<file path="config.mk">
export PLATFORM = sky130hd
export DESIGN_NAME = noc_out_port_arbiter
export DESIGN_NICKNAME = d
export VERILOG_FILES = /design/src/rtl/noc_out_port_arbiter.sv
export SDC_FILE = /design/constraint.sdc
export NUM_CORES = 1
export LEC_CHECK = 0
export ABC_AREA = 0
export BUFFER_PORTS_ARGS = -buffer_cell sky130_fd_sc_hd__buf_2
export CAP_MARGIN = 20
export CORE_ASPECT_RATIO = 0.5
export CORE_UTILIZATION = 40
export CTS_CLUSTER_SIZE = 14
export DETAILED_ROUTE_END_ITERATION = 6
export PLACE_DENSITY = 0.73
export SYNTH_ARGS = -nofsm -noshare
export SYNTH_HDL_FRONTEND = slang
export SYNTH_SLANG_ARGS = --single-unit
export TNS_END_PERCENT = 10
</file>
<file path="constraint.sdc">
create_clock -name clk -period 5.6 [get_ports clk]
set_input_delay 1.12 -clock clk [delete_from_list [all_inputs] [get_ports clk]]
set_output_delay 1.12 -clock clk [all_outputs]
set_load 0.05 [all_outputs]
</file>
<file path="src/rtl/noc_out_port_arbiter.sv">
// Wormhole round-robin arbiter for one NoC output port: locks a granted input
// from head to tail flit, honours back-pressure, and runs a stalled-packet watchdog.
module noc_out_port_arbiter #(
  parameter int N_IN    = 6,
  parameter int TIMEOUT = 255,
  parameter int CNT_W   = 16
) (
  input  logic             clk,
  input  logic             rst,
  input  logic [N_IN-1:0]  req_in,
  input  logic [N_IN-1:0]  tail_in,
  input  logic [N_IN-1:0]  en_mask,
  input  logic             busy_in,
  output logic [N_IN-1:0]  select,
  output logic [N_IN-1:0]  grant,
  output logic             valid_out,
  output logic             locked,
  output logic             stall_err,
  input  logic             err_clr,
  output logic [CNT_W-1:0] pkt_count
);

  localparam int PTR_W = (N_IN > 1) ? $clog2(N_IN) : 1;
  localparam int WD_W  = (TIMEOUT > 1) ? $clog2(TIMEOUT + 1) : 1;
  localparam logic [WD_W-1:0]  WD_MAX   = WD_W'(TIMEOUT);
  localparam logic [WD_W-1:0]  WD_SET   = WD_W'(TIMEOUT - 1);
  localparam logic [PTR_W-1:0] LAST_IDX = PTR_W'(N_IN - 1);
  localparam logic [N_IN-1:0]  ONE      = N_IN'(1);

  typedef enum logic {IDLE, LOCKED} state_t;

  state_t           state, state_nxt;
  logic [PTR_W-1:0] rr_ptr, rr_nxt;
  logic [PTR_W-1:0] owner, owner_nxt;
  logic [PTR_W-1:0] win_idx, cur_idx;
  logic [WD_W-1:0]  wd_cnt, wd_nxt;
  logic [CNT_W-1:0] cnt_nxt;
  logic             err_nxt;
  logic             win_found;
  logic             transfer;
  logic             stalled;
  logic [N_IN-1:0]  cand;

  assign cand   = req_in & en_mask;
  assign locked = (state == LOCKED);

  // Scan from the highest index down so the last hit is the candidate closest to rr_ptr.
  always_comb begin
    int               idx;
    logic [PTR_W-1:0] idx_p;
    win_found = 1'b0;
    win_idx   = '0;
    idx       = 0;
    idx_p     = '0;
    for (int k = N_IN - 1; k >= 0; k--) begin
      idx = int'(rr_ptr) + k;
      if (idx >= N_IN) idx = idx - N_IN;
      idx_p = PTR_W'(idx);
      if (cand[idx_p]) begin
        win_found = 1'b1;
        win_idx   = idx_p;
      end
    end
  end

  always_comb begin
    state_nxt = state;
    rr_nxt    = rr_ptr;
    owner_nxt = owner;
    cnt_nxt   = pkt_count;
    wd_nxt    = '0;
    err_nxt   = stall_err;
    select    = '0;
    transfer  = 1'b0;
    cur_idx   = (state == LOCKED) ? owner : win_idx;

    if (state == LOCKED) begin
      select   = ONE << owner;
      transfer = req_in[owner] & ~busy_in;
    end else if (win_found) begin
      select   = ONE << win_idx;
      transfer = ~busy_in;
    end

    grant     = transfer ? select : '0;
    valid_out = transfer;

    if (transfer) begin
      if (tail_in[cur_idx]) begin
        state_nxt = IDLE;
        rr_nxt    = (cur_idx == LAST_IDX) ? '0 : cur_idx + 1'b1;
        cnt_nxt   = pkt_count + 1'b1;
      end else if (state == IDLE) begin
        state_nxt = LOCKED;
        owner_nxt = cur_idx;
      end
    end

    // The error fires once, on the stalled cycle that brings the count to TIMEOUT.
    stalled = (state == LOCKED) & ~transfer;
    if (stalled) wd_nxt = (wd_cnt == WD_MAX) ? wd_cnt : wd_cnt + 1'b1;
    if (stalled && (wd_cnt == WD_SET)) err_nxt = 1'b1;
    else if (err_clr)                  err_nxt = 1'b0;
  end

  always_ff @(posedge clk or negedge rst) begin
    if (!rst) begin
      state     <= IDLE;
      rr_ptr    <= '0;
      owner     <= '0;
      wd_cnt    <= '0;
      pkt_count <= '0;
      stall_err <= 1'b0;
    end else begin
      state     <= state_nxt;
      rr_ptr    <= rr_nxt;
      owner     <= owner_nxt;
      wd_cnt    <= wd_nxt;
      pkt_count <= cnt_nxt;
      stall_err <= err_nxt;
    end
  end

endmodule
</file>
==> summary by stage <==
Status
The flow ran to the end, and the final reports show no timing, DRC or antenna violations.

Critical path
STA classifies the critical path endpoint as an output pin. The setup path with the least slack is of type reg -> out. The maximum cell stage delay along the critical path is 0.63 ns. Setup slack on the worst reg-to-reg path comes out at 1.02 ns. The signal on the critical path passes through inv_1, ha_1, mux2i_1, mux4_2, o22ai_4, or2b_1, o21ba_1, or4_1, inv_2, nand2_1, o32ai_1, and2_1, buf_2. The highest net fanout along the worst path is 12. The critical path startpoint category is a register.

Data arrives at the worst endpoint at 4.09 ns. The data required time at the worst endpoint is 4.48 ns. The critical path's slowest cell is or4_1.

Global routing
For this run, the total global-route usage over all layers was measured as 0.194. In the global route stage, met2 resource usage came out at 0.313. The number of global-route vias before repair came to 2548.

The maximum number of pins on one net before global-route repair is 33. The first-pass GRT wire length is 12000 um. For this run, global-route usage on met3 was measured as 0.0301. The met1 layer usage reported by global route is 0.263. The layer flagged by global routing as most heavily used is met2. The initial antenna violation count is 0. The total overflow reported by the global router is 0.

Floorplanning
The floorplan core area is 6880 um2. The die outline height is 62.5 um. The placement row count is 21. The die area is 7680 um2. For this design the top-level I/O count stands at 53. Measured along the x axis, the die boundary spans 123 um.

The initial cell density of the core is 0.425.

Cells and area
Once layout is complete, the utilization of the core stands at 0.487. The area overhead of the layout relative to synthesis is 14.6%. The fraction of final layout cells with drive strength greater than 1 is 0.228. The area of all placed cells without fillers is 3350 um2. The number of antenna diodes is 0. The final layout contains 414 nets.

Route
The initial DRC count is 130. The residual antenna-violating net count after detailed routing is 0. The number of remaining DRC errors is 0. The count of vias placed by the detailed router is 2656.

In the final routed layout, each cell accounts on average for 14.6 um. The routed design has 6900 um of wire. The number of optimization iterations in the first detailed-route pass is 4. Dividing the detail-routed via count by the number of cells gives 5.62.

Placement
The detailed placement HPWL is 5350 um. During placement, the flow inserted port buffers numbering 52. At the end of routability-driven placement, the weighted congestion stood at 0.929. The placed instances occupy a cell area of 3200 um2.

Timing
Derived from the worst setup path, the maximum achievable clock frequency is 192 MHz. Setup repair after global routing left no endpoint under its margin. The final total negative setup slack is 0 ns. The time the final worst path needs with I/O delays and setup is 5.21 ns. Clock skew on the completed layout was measured at 0.00412 ns. At the pin with the least slew margin, the transition time is 0.792 ns. The worst-case headroom to the max-slew limit is 0.469. The hold violation count in the final report is 0. The number of pins with negative max-slew slack in the final report was 0. The total setup violations reported at the end of the flow is 0. The tightest hold margin is 0.482 ns. The share of the clock period used by the worst path is 0.930.

Synthesis
Counting distinct cell types in the post-synthesis netlist gives 69. Synthesis produced 336 cells. The number of synthesized flops with an enable pin is 0. The number of synthesis warnings is 0. Synthesis produced a netlist with a net count of 370. Of all flip-flops after synthesis, the portion carrying an async set or reset was 1.00. The dominant synthesized flop cell is dfrtp_1. The netlist area before placement is 2920 um2. The average size of a mapped cell is 8.70 um2.

The proportion of synthesized chip area in sequential cells is 0.274. The count of state elements after synthesis is 32.

CTS
CTS built an H-tree with a depth of 2. Post-CTS timing repair inserted 0 buffers for setup. The number of clock buffers added by TritonCTS is 5. The number of sinks handled by clock tree synthesis is 32. Once the clock tree was built, the resizer swapped 0 gates to a different size. Clock-pin slew was measured on the worst setup and hold paths at 0.05 ns. The number of hold buffers added after cts is 0. The tree is rooted in a clkbuf_16. The CTS tree is done. At the later pin of the worst-skew pair, clock insertion delay measures 0.27 ns.

The longest clock path from root to sink contains 2 buffers.

Min path
The min-delay analysis places its worst path in the category reg -> reg.

Job
The number of violations of the max-capacitance limit is 0.
==> area by class of cell <==
cell class	instances	area, um2
clock inverter	2	10.0
fill	656	3530
sequential	32	801
tap	92	115
inverter	16	60.1
multi-input combinational	271	1950
clock buffer	6	139
timing repair buffer	54	275
==> sequential cells by signal (all words and copies together) (netlist names) <==
name	count
stall_err	1
owner	3
locked	1
wd_cnt	8
pkt_count	16
rr_ptr	3
==> synthesized netlist by cell type (8+ instances only) <==
| cell | instances | area share |
|---|---|---|
| nand2_1 | 36 | 0.046 |
| dfrtp_1 | 32 | 0.27 |
| nor2_1 | 27 | 0.035 |
| xor2_1 | 21 | 0.063 |
| nand3_1 | 15 | 0.026 |
| inv_1 | 14 | 0.018 |
| a21oi_1 | 13 | 0.022 |
| and2_1 | 12 | 0.026 |
| ha_1 | 12 | 0.051 |
| mux2i_1 | 11 | 0.038 |
| nand4_1 | 9 | 0.019 |
| buf_2 | 8 | 0.014 |
==> metrics by stage <==
stage	cells	setup slack, ns
after floorplan	336	0.211
after global placement	465	0.757
after detailed placement	465	0.714
after CTS	473	0.410
after global routing	473	0.112
final	473	0.392
==> routing by layer <==
metal / wire length [um] / share of wire
met1: 3270 / 0.47
met2: 3160 / 0.46
met3: 322 / 0.047
met4: 138 / 0.020
met5: 0 / 0
==> critical path, delay by kind of cell, from the launching register on <==
family / cells / cell delay, ns
AO/OA/AOI/OAI: 3 / 0.51
flip-flops: 1 / 0.60
multiplexers: 2 / 0.70
buffers and inverters: 3 / 0.54
adder cells (fa/ha/maj): 1 / 0.44
AND/OR/NAND/NOR: 4 / 1.02
==> layout by cell type (no fill, tap or decap), types with 3 or more instances in the layout <==
cell and n:
a211oi_1 5, a21oi_1 13, a32oi_1 3, and2_1 12, and3_1 6, buf_2 52
clkbuf_16 5, dfrtp_1 32, ha_1 12, inv_1 14, mux2i_1 11, mux4_2 3
nand2_1 36, nand3_1 15, nand3b_1 4, nand4_1 9, nor2_1 27, nor3_1 3
nor3_2 5, nor4_1 4, o21ai_0 5, o21ai_1 6, o22ai_1 5, o31ai_1 3
o32ai_1 3, xnor2_1 6, xor2_1 21
==> kinds of logic (layout without fill, tap and decap cells) <==
logic type | Yosys count | after routing | share of synthesized area
XOR/XNOR | 27 | 27 | 0.0809
buffers and inverters | 33 | 78 | 0.0590
AO/OA/AOI/OAI | 75 | 75 | 0.200
AND/OR/NAND/NOR | 138 | 138 | 0.253
flip-flops | 32 | 32 | 0.274
adder cells (fa/ha/maj) | 12 | 12 | 0.0513
multiplexers | 19 | 19 | 0.0822
==> final timing paths <==
path,from,end,cells after the start
min in group asynchronous,rst,pkt_count[0]$_DFFE_PN0P_,1
worst max register to register,rr_ptr[2]$_DFFE_PN0P_,pkt_count[15]$_DFFE_PN0P_,13
max in group asynchronous,rst,pkt_count[12]$_DFFE_PN0P_,1
worst max-delay path,rr_ptr[2]$_DFFE_PN0P_,grant[0],13
worst min-delay path,pkt_count[7]$_DFFE_PN0P_,pkt_count[7]$_DFFE_PN0P_,1
worst min register to register,pkt_count[7]$_DFFE_PN0P_,pkt_count[7]$_DFFE_PN0P_,1
Power is not shown: default switching activity piles up to over one toggle a cycle in this logic, so the estimate is an artifact.
